### src/rtl/seven_segment_arbiter.sv
// Round-robin owner selection for the shared four-digit seven-segment display.
// A minimum-hold timer limits preemption; all outputs are registered.
module seven_segment_arbiter #(
  parameter int NUM_REQ     = 4,
  parameter int HOLD_CYCLES = 100_000_000
) (
  input  logic                 clk,
  input  logic                 reset_n,
  input  logic [NUM_REQ-1:0]   req,
  input  logic [16*NUM_REQ-1:0] req_data,
  input  logic [4*NUM_REQ-1:0] req_digit_en,
  input  logic [4*NUM_REQ-1:0] req_dp,
  output logic [NUM_REQ-1:0]   grant,
  output logic                 busy,
  output logic [15:0]          disp_data,
  output logic [3:0]           disp_digit_en,
  output logic [3:0]           disp_dp
);
  localparam int PW = $clog2(NUM_REQ);
  localparam int CW = $clog2(HOLD_CYCLES + 1);
  localparam logic [CW-1:0] HOLD_LOAD = CW'(HOLD_CYCLES - 1);
  localparam logic [PW:0]   NREQ_W    = (PW+1)'(NUM_REQ);

  typedef enum logic {IDLE, OWNED} state_t;

  state_t        state, nxt_state;
  logic [PW-1:0] ptr, nxt_ptr;
  logic [CW-1:0] hold_cnt, nxt_cnt;
  logic [NUM_REQ-1:0] nxt_grant, cand;

  logic [NUM_REQ-1:0][15:0] lane_data;
  logic [NUM_REQ-1:0][3:0]  lane_en, lane_dp;
  assign lane_data = req_data;
  assign lane_en   = req_digit_en;
  assign lane_dp   = req_dp;

  // Candidates exclude the current owner, so a pick while owned is always a switch.
  assign cand = (state == IDLE) ? req : (req & ~grant);

  logic [PW-1:0] pick;
  logic          pick_vld;
  logic [PW:0]   idx;
  always_comb begin
    pick     = '0;
    pick_vld = 1'b0;
    idx      = '0;
    // Reverse scan: the last hit written is the first in order from ptr.
    for (int i = NUM_REQ - 1; i >= 0; i--) begin
      idx = {1'b0, ptr} + (PW+1)'(i);
      if (idx >= NREQ_W) idx = idx - NREQ_W;
      if (cand[idx[PW-1:0]]) begin
        pick     = idx[PW-1:0];
        pick_vld = 1'b1;
      end
    end
  end

  always_comb begin
    logic do_grant;
    nxt_state = state;
    nxt_ptr   = ptr;
    nxt_cnt   = hold_cnt;
    nxt_grant = grant;
    do_grant  = 1'b0;
    case (state)
      IDLE: if (pick_vld) do_grant = 1'b1;
      OWNED: begin
        if ((req & grant) == '0) begin
          if (pick_vld) do_grant = 1'b1;
          else begin
            nxt_state = IDLE;
            nxt_grant = '0;
          end
        end else if (hold_cnt == '0 && pick_vld) begin
          do_grant = 1'b1;
        end else if (hold_cnt != '0) begin
          nxt_cnt = hold_cnt - 1'b1;
        end
      end
      default: begin
        nxt_state = IDLE;
        nxt_grant = '0;
      end
    endcase
    if (do_grant) begin
      nxt_state       = OWNED;
      nxt_grant       = '0;
      nxt_grant[pick] = 1'b1;
      nxt_cnt         = HOLD_LOAD;
      nxt_ptr         = (pick == PW'(NUM_REQ - 1)) ? '0 : pick + 1'b1;
    end
  end

  logic [15:0] d_nxt;
  logic [3:0]  e_nxt, p_nxt;
  always_comb begin
    d_nxt = '0;
    e_nxt = '0;
    p_nxt = '0;
    for (int i = 0; i < NUM_REQ; i++) begin
      if (nxt_grant[i]) begin
        d_nxt = d_nxt | lane_data[i];
        e_nxt = e_nxt | lane_en[i];
        p_nxt = p_nxt | lane_dp[i];
      end
    end
  end

  always_ff @(posedge clk or negedge reset_n) begin
    if (!reset_n) begin
      state         <= IDLE;
      ptr           <= '0;
      hold_cnt      <= '0;
      grant         <= '0;
      busy          <= 1'b0;
      disp_data     <= '0;
      disp_digit_en <= '0;
      disp_dp       <= '0;
    end else begin
      state         <= nxt_state;
      ptr           <= nxt_ptr;
      hold_cnt      <= nxt_cnt;
      grant         <= nxt_grant;
      busy          <= |nxt_grant;
      disp_data     <= d_nxt;
      disp_digit_en <= e_nxt;
      disp_dp       <= p_nxt;
    end
  end
endmodule

### config.mk
export PLATFORM = sky130hd
export DESIGN_NAME = seven_segment_arbiter
export DESIGN_NICKNAME = d
export VERILOG_FILES = /design/src/rtl/seven_segment_arbiter.sv
export SDC_FILE = /design/constraint.sdc
export NUM_CORES = 1
export LEC_CHECK = 0
export CAP_MARGIN = 20
export CORE_MARGIN = 10
export CORE_UTILIZATION = 52
export DETAILED_ROUTE_END_ITERATION = 12
export GPL_TIMING_DRIVEN = 0
export HOLD_SLACK_MARGIN = 0.15
export PLACE_DENSITY = 0.87
export SYNTH_ARGS = -nofsm -noshare
export SYNTH_HDL_FRONTEND = slang
export SYNTH_SLANG_ARGS = --single-unit
### constraint.sdc
create_clock -name clk -period 5.9 [get_ports clk]
set_input_delay 1.475 -clock clk [delete_from_list [all_inputs] [get_ports clk]]
set_output_delay 1.475 -clock clk [all_outputs]
set_load 0.01 [all_outputs]
==> summary.txt, run 1 <==
Floorplanning
  • Die width: 112.1 um
  • Row count: 33
  • Die footprint: 12560 um^2
  • Die Ht: 112.1 um
  • IO Count: 131
  • Core Area: 8217 um^2
  • Initial Utilization: 0.5366

Route
  • Vias per Instance: 6.769
  • ANT nets after route: 0
  • Vias post-DR: 4914
  • Drt drc: 0
  • Total Wirelength: 15950 um
  • Detailed Routing Iterations Pass 1: 5
  • WL/cell: 21.98 um
  • 1st-iter DRT viols: 410

Worst setup path
  • Crit path required time: 6.15 ns
  • Crit-path leading delay family: buffers and inverters
  • Max incr delay on CP: 0.63 ns
  • CP Launch Type: primary input
  • Cells along the critical path: clkdlybuf4s50_1 -> inv_1 -> a221o_1 -> o32a_1 -> nor2_1 -> nor2_1 -> inv_1 -> ha_1 -> nor2b_1 -> clkbuf_1 -> clkbuf_1 -> a221oi_2 -> o211ai_1
  • Arrival time worst endpoint: 4.73 ns
  • Slowest cell on crit path: clkbuf_1
  • Crit path kind: in2reg
  • Reg-to-reg slack, setup: 2.10 ns
  • Peak fanout along the critical path: 10
  • Crit path buf inv count: 5
  • Worst Setup End Kind: register

CTS
  • CTS Buf Count: 9
  • Cts repair resizes: 0
  • Post-CTS Setup Inserts: 0
  • CTS Hold Bufs: 0
  • Clock latency on the worst-skew pair: 0.36 ns
  • H-tree levels: 3
  • Sink Count: 59
  • Longest Clk Path Bufs: 2
  • CTS root buf: clkbuf_8
  • CTS clk-pin slew, worst paths: 0.07 ns
  • CTS tree: built

Logic synthesis
  • Post-synth ARST share: 1.000
  • Synth unique cells: 47
  • Mapped Area: 4409 um^2
  • Synth Flop Type: dfrtp_1
  • Yosys warning count: 0
  • Post-synthesis sequential area ratio: 0.3348
  • Syn Nets: 582
  • Mapped Cells: 474
  • EDFF count, synth: 0
  • Synthesized area per cell: 9.302 um^2
  • Yosys reg bits: 59

Placement
  • Placer Congestion: 0.8861
  • Post-DP HPWL: 12000 um
  • Port Buf Inserts: 130

GRT
  • First-pass GRT wire length: 25470 um
  • Total GRT Usage: 0.2431
  • Vias in the first global route: 5055
  • Pin count of the biggest net entering global routing: 31
  • Initial antenna violation count: 0
  • Total gr overflow: 0

Power and ir drop
  • Switching Fraction: 0.4695
  • Internal cell power: 1.553 mW
  • Comb pwr share: 0.663
  • Sw Pwr: 1.374 mW
  • VDD IR max: 0.3575 mV
  • Clock Power Share: 0.134
  • Reg power frac: 0.203
  • Cell Pwr Density: 482.9 nW/um^2
  • Leak Pwr: 2.047 nW

Timing
  • Final Setup Violations: 0
  • Setup_tns: 0 ns
  • Final Hold Vio Count: 0
  • RSZ-0062 raised after global routing: false
  • Period utilisation layout: 0.7586
  • Crit path time final: 4.476 ns
  • Worst-Margin Slew: 0.7776 ns
  • Final max-slew violation count: 0
  • Worst hold margin: 0.5079 ns
  • Max Clk Rate: 0.2234 GHz
  • Clock Skew: 0.01117 ns
  • Worst slew margin: 0.4816

Layout
  • Nets: 724
  • Most frequent cells in the layout: clkdlybuf4s50_1, dfrtp_1, a31oi_1
  • Most common cell after layout, fill and taps aside: clkdlybuf4s50_1
  • Layout cells sized above 1: 0.1095
  • Area grow syn2layout: 37.43%
  • Diodes inserted: 0

Status
  • Status: completed

Worst hold path
  • Hold WC Path Type: reg2reg

Job
  • Max-Cap Viols: 0
[cell usage after synthesis (2+ instances only)]
cell type / count / area, um^2
and3_1: 2 / 12.51
or2_2: 2 / 12.51
nor2_1: 22 / 82.58
o21ai_1: 2 / 10.01
nor2b_1: 5 / 31.28
a2111oi_0: 2 / 17.52
a31oi_1: 58 / 362.9
nand2_1: 29 / 108.9
a22oi_1: 2 / 15.01
a221oi_1: 28 / 245.2
buf_6: 6 / 67.56
or4_4: 2 / 22.52
a211oi_1: 17 / 127.6
o211ai_1: 25 / 187.7
nand2b_1: 7 / 43.79
buf_2: 12 / 60.06
nand3_1: 2 / 10.01
nor4b_1: 48 / 420.4
xnor2_1: 12 / 105.1
nand3b_1: 2 / 15.01
dfrtp_1: 59 / 1476
ha_1: 6 / 75.07
inv_1: 6 / 22.52
nor4_1: 10 / 62.56
clkbuf_1: 36 / 135.1
mux2_2: 3 / 33.78
o21ai_0: 4 / 20.02
a221oi_2: 20 / 300.3
nor3_1: 3 / 15.01
or3_1: 8 / 50.05
a21oi_1: 18 / 90.09
[metrics by stage]
step | worst slack (ns) | std cells | power, mW | cell area [um^2] | util
final | 1.424 | 726 | 2.926 | 6060 | 0.7375
after global routing | 1.150 | 726 | 3.115 | 6060 | 0.7375
after CTS | 1.445 | 726 | 2.903 | 6060 | 0.7375
after detailed placement | 1.088 | 710 | 2.506 | 5857 | 0.7128
after global placement | 1.134 | 709 | 2.454 | 5842 | 0.7110
after floorplan | 2.128 | 474 | 1.858 | 4409 | -
[kinds of logic after synthesis]
group / synth area share
xor gates and xnor gates: 0.02384
muxes: 0.009931
and+or+nand+nor: 0.2100
DFF: 0.3348
adders and majority gates: 0.01703
buffers and inverters: 0.06555
AOI/OAI and AO/OA: 0.3388
[area by class of cell]
class / instances / area, um^2
Clock buffer: 10 / 137.6
Multi-Input combinational cell: 354 / 2644
Inverter: 6 / 22.52
Tap cell: 105 / 131.4
Sequential cell: 59 / 1476
Clock inverter: 6 / 65.06
Timing Repair Buffer: 131 / 1316
Buffer: 55 / 266.5
Fill cell: 574 / 2157
[state kept, by name, summed over array words and instances (netlist names)]
| name | flops |
|---|---|
| disp_digit_en | 4 |
| state | 1 |
| grant | 4 |
| disp_data | 16 |
| ptr | 2 |
| disp_dp | 4 |
| hold_cnt | 27 |
| busy | 1 |
[path summary, 6_finish.rpt]
kind	from	endpoint	depth (start not counted)
setup / recovery	req[2]	disp_data[3]$_DFF_PN0_	13
hold / removal	hold_cnt[26]$_DFFE_PN0P_	hold_cnt[26]$_DFFE_PN0P_	1
setup reg to reg	ptr[0]$_DFFE_PN0P_	disp_data[3]$_DFF_PN0_	13
hold reg to reg	hold_cnt[26]$_DFFE_PN0P_	hold_cnt[26]$_DFFE_PN0P_	1
max in group asynchronous	reset_n	disp_data[4]$_DFF_PN0_	2
min in group asynchronous	reset_n	hold_cnt[23]$_DFFE_PN0P_	1
[power by group through the flow]
stage	combinational [mW]	sequential [mW]	clock [mW]
4_1_cts	1.92	0.595	0.391
5_1_grt	2.10	0.608	0.409
3_5_place_dp	1.91	0.598	0
2_1_floorplan	1.22	0.639	0
6_report	1.94	0.595	0.392
3_3_place_gp	1.86	0.597	0
[metal layers]
metal	wire, um	global-route usage	up-vias
li1	-	-	2224
met1	5931	0.2743	2363
met2	7664	0.4009	293
met3	2005	0.1060	34
met4	353	0.08460	0
met5	0	0	-
Note: power is estimated with default switching activity, not from simulation.
==> run 2, diff against run 1 <==
CORE_UTILIZATION = 44   (was 52)
PLACE_DENSITY = 0.78   (was 0.87)
clock period = 4.03 ns   (was 5.9 ns; I/O delays follow)
==> summary.txt, run 2 (synthesis gave the netlist of run 1 again) <==
Timing
  • Worst slew margin: 0.5722 (was 0.4816)
  • Setup_tns: 0 ns (unchanged)
  • Crit path time final: 3.800 ns
  • Period utilisation layout: 0.9429
  • Worst hold margin: 0.4947 ns (was 0.5079 ns)
  • Final Setup Violations: 0 (unchanged)
  • Clock Skew: 0.01309 ns (was 0.01117 ns)
  • RSZ-0062 raised after global routing: false (unchanged)
  • Max Clk Rate: 0.2632 GHz
  • Final Hold Vio Count: 0 (unchanged)
  • Worst-Margin Slew: 0.6358 ns (was 0.7776 ns)
  • Final max-slew violation count: 0 (unchanged)

CTS
  • H-tree levels: 3 (unchanged)
  • Longest Clk Path Bufs: 2 (unchanged)
  • CTS Buf Count: 9 (unchanged)
  • CTS tree: built (unchanged)
  • Clock latency on the worst-skew pair: 0.35 ns (was 0.36 ns)
  • Sink Count: 59 (unchanged)
  • CTS clk-pin slew, worst paths: 0.07 ns (about the same)
  • CTS Hold Bufs: 0 (unchanged)
  • Post-CTS Setup Inserts: 0 (unchanged)
  • CTS root buf: clkbuf_8 (unchanged)

GRT
  • GRT busiest layer: met2 (unchanged)
  • Vias in the first global route: 4911 (was 5055)
  • First-pass GRT wire length: 25690 um (was 25470 um)
  • Total GRT Usage: 0.2163 (was 0.2431)
  • GR Util met1: 0.2570 (was 0.2743)
  • GR Layer Usage met3: 0.06751 (was 0.1060)
  • Pin count of the biggest net entering global routing: 39 (was 31)
  • Met2 GRT Util: 0.3683 (was 0.4009)
  • Total gr overflow: 0 (unchanged)
  • Initial antenna violation count: 0 (unchanged)

Route
  • WL/cell: 21.05 um (was 21.98 um)
  • Drt drc: 0 (unchanged)
  • ANT nets after route: 0 (unchanged)
  • Detailed Routing Iterations Pass 1: 5 (unchanged)
  • Total Wirelength: 15870 um (was 15950 um)
  • Vias post-DR: 4769 (was 4914)
  • 1st-iter DRT viols: 516 (was 410)
  • Vias per Instance: 6.325 (was 6.769)

Floorplanning
  • Row count: 36 (was 33)
  • Die footprint: 14430 um^2 (was 12560 um^2)
  • Core Area: 9774 um^2 (was 8217 um^2)
  • Die width: 120.1 um (was 112.1 um)
  • Initial Utilization: 0.4511 (was 0.5366)
  • Die Ht: 120.1 um (was 112.1 um)
  • IO Count: 131 (unchanged)

Worst setup path
  • Crit path kind: in2reg (unchanged)
  • Crit-path leading delay family: buffers and inverters (unchanged)
  • Peak fanout along the critical path: 10 (unchanged)
  • Arrival time worst endpoint: 4.01 ns (was 4.73 ns)
  • Worst Setup End Kind: register (unchanged)
  • Max incr delay on CP: 0.53 ns (was 0.63 ns)
  • CP Launch Type: primary input (unchanged)
  • Crit path buf inv count: 5 (unchanged)
  • Crit path required time: 4.24 ns (was 6.15 ns)
  • Cells along the critical path: clkdlybuf4s50_1 -> inv_1 -> a221o_1 -> o211ai_1 -> o31ai_1 -> nor2_2 -> inv_1 -> ha_1 -> nor2b_1 -> clkbuf_1 -> clkbuf_2 -> a221oi_2 -> o211ai_1 (was clkdlybuf4s50_1 -> inv_1 -> a221o_1 -> o32a_1 -> nor2_1 -> nor2_1 -> inv_1 -> ha_1 -> nor2b_1 -> clkbuf_1 -> clkbuf_1 -> a221oi_2 -> o211ai_1)
  • Slowest cell on crit path: clkdlybuf4s50_1 (was clkbuf_1)

Worst hold path
  • Hold WC Path Type: reg2reg (unchanged)

Placement
  • Post-DP HPWL: 11890 um (was 12000 um)
  • Placer Congestion: 0.8886 (was 0.8861)
  • Port Buf Inserts: 130 (unchanged)

Layout
  • Largest Register: hold_cnt (unchanged)
  • Top Registers: hold_cnt (27), disp_data (16) (unchanged)
  • Area grow syn2layout: 39.30% (was 37.43%)
  • Most frequent cells in the layout: clkdlybuf4s50_1, dfrtp_1, a31oi_1 (unchanged)
  • Number of flip-flops under the largest register name: 27 (unchanged)
  • Most common cell after layout, fill and taps aside: clkdlybuf4s50_1 (unchanged)
  • Nets: 724 (unchanged)
  • Fillers: 820 (was 574)
  • Diodes inserted: 0 (unchanged)
  • Layout cells sized above 1: 0.1176 (was 0.1095)

Power and ir drop
  • Leak Pwr: 2.084 nW (was 2.047 nW)
  • VDD IR max: 0.3743 mV (was 0.3575 mV)
  • Cell Pwr Density: 714.9 nW/um^2 (was 482.9 nW/um^2)

Job
  • Max-Cap Viols: 0 (unchanged)

Status
  • Status: completed (unchanged)
-- run 2: cell types whose count changed in the layout (fill, tap and decap cells not counted) --
cell,change
bufinv_16,+2
clkbuf_1,-4
clkbuf_2,+5
clkinv_4,-2
clkinvlp_4,-1
nor2_1,-1
nor2_2,+1
-- run 2: timing repair --
action / CTS / global route
gates resized for setup: 0 / 12
endpoints found under the hold margin: 0 / 0
endpoints found under the setup margin: 0 / 20
-- run 2: worst paths after layout --
kind | cells after the start | end | startpoint | slack [ns]
worst min register to register | 1 | hold_cnt[0]$_DFFE_PN0P_ | hold_cnt[0]$_DFFE_PN0P_ | 0.49
max in group asynchronous | 2 | disp_data[15]$_DFF_PN0_ | reset_n | 2.83
worst max-delay path | 13 | disp_data[13]$_DFF_PN0_ | req[2] | 0.23
worst min-delay path | 1 | hold_cnt[0]$_DFFE_PN0P_ | hold_cnt[0]$_DFFE_PN0P_ | 0.49
worst max register to register | 13 | disp_data[13]$_DFF_PN0_ | ptr[0]$_DFFE_PN0P_ | 0.49
min in group asynchronous | 1 | hold_cnt[23]$_DFFE_PN0P_ | reset_n | 0.62
-- run 2: layout make-up --
type	count	area (um^2)	share of cell area
clock inverters	5	100.1	0.01630
well taps	133	166.4	0.02709
plain buffers	55	272.8	0.04441
repair buffers	131	1316	0.2143
flip-flops and latches	59	1476	0.2404
multi-input cells	354	2646	0.4308
inverters	6	22.52	0.003667
clock buffers	11	141.4	0.02302
-- run 2: through the flow --
step                      std cells  utilization  total power [mW]  area [um^2]  setup WS [ns]
final                           754       0.6284             4.391         6142         0.2300
after detailed placement        738       0.6028             3.674         5892        -0.2729
after global placement          737       0.6013             3.598         5877        -0.2237
after CTS                       754       0.6275             4.359         6133        0.09721
after floorplan                 474            -             2.720         4409         0.7252
after global routing            754       0.6284             4.701         6142        0.08309
-- run 2: metal layers --
metal,up-vias,share of wire
li1,2212,-
met1,2309,0.41
met2,224,0.50
met3,24,0.082
met4,0,0.016
met5,-,0
-- run 2: power by group --
part	internal, mW	leakage [nW]	switching, mW	total (mW)
registers	0.781	0.658	0.0946	0.875
logic	1.20	1.30	1.64	2.84
clock network	0.426	0.123	0.247	0.673
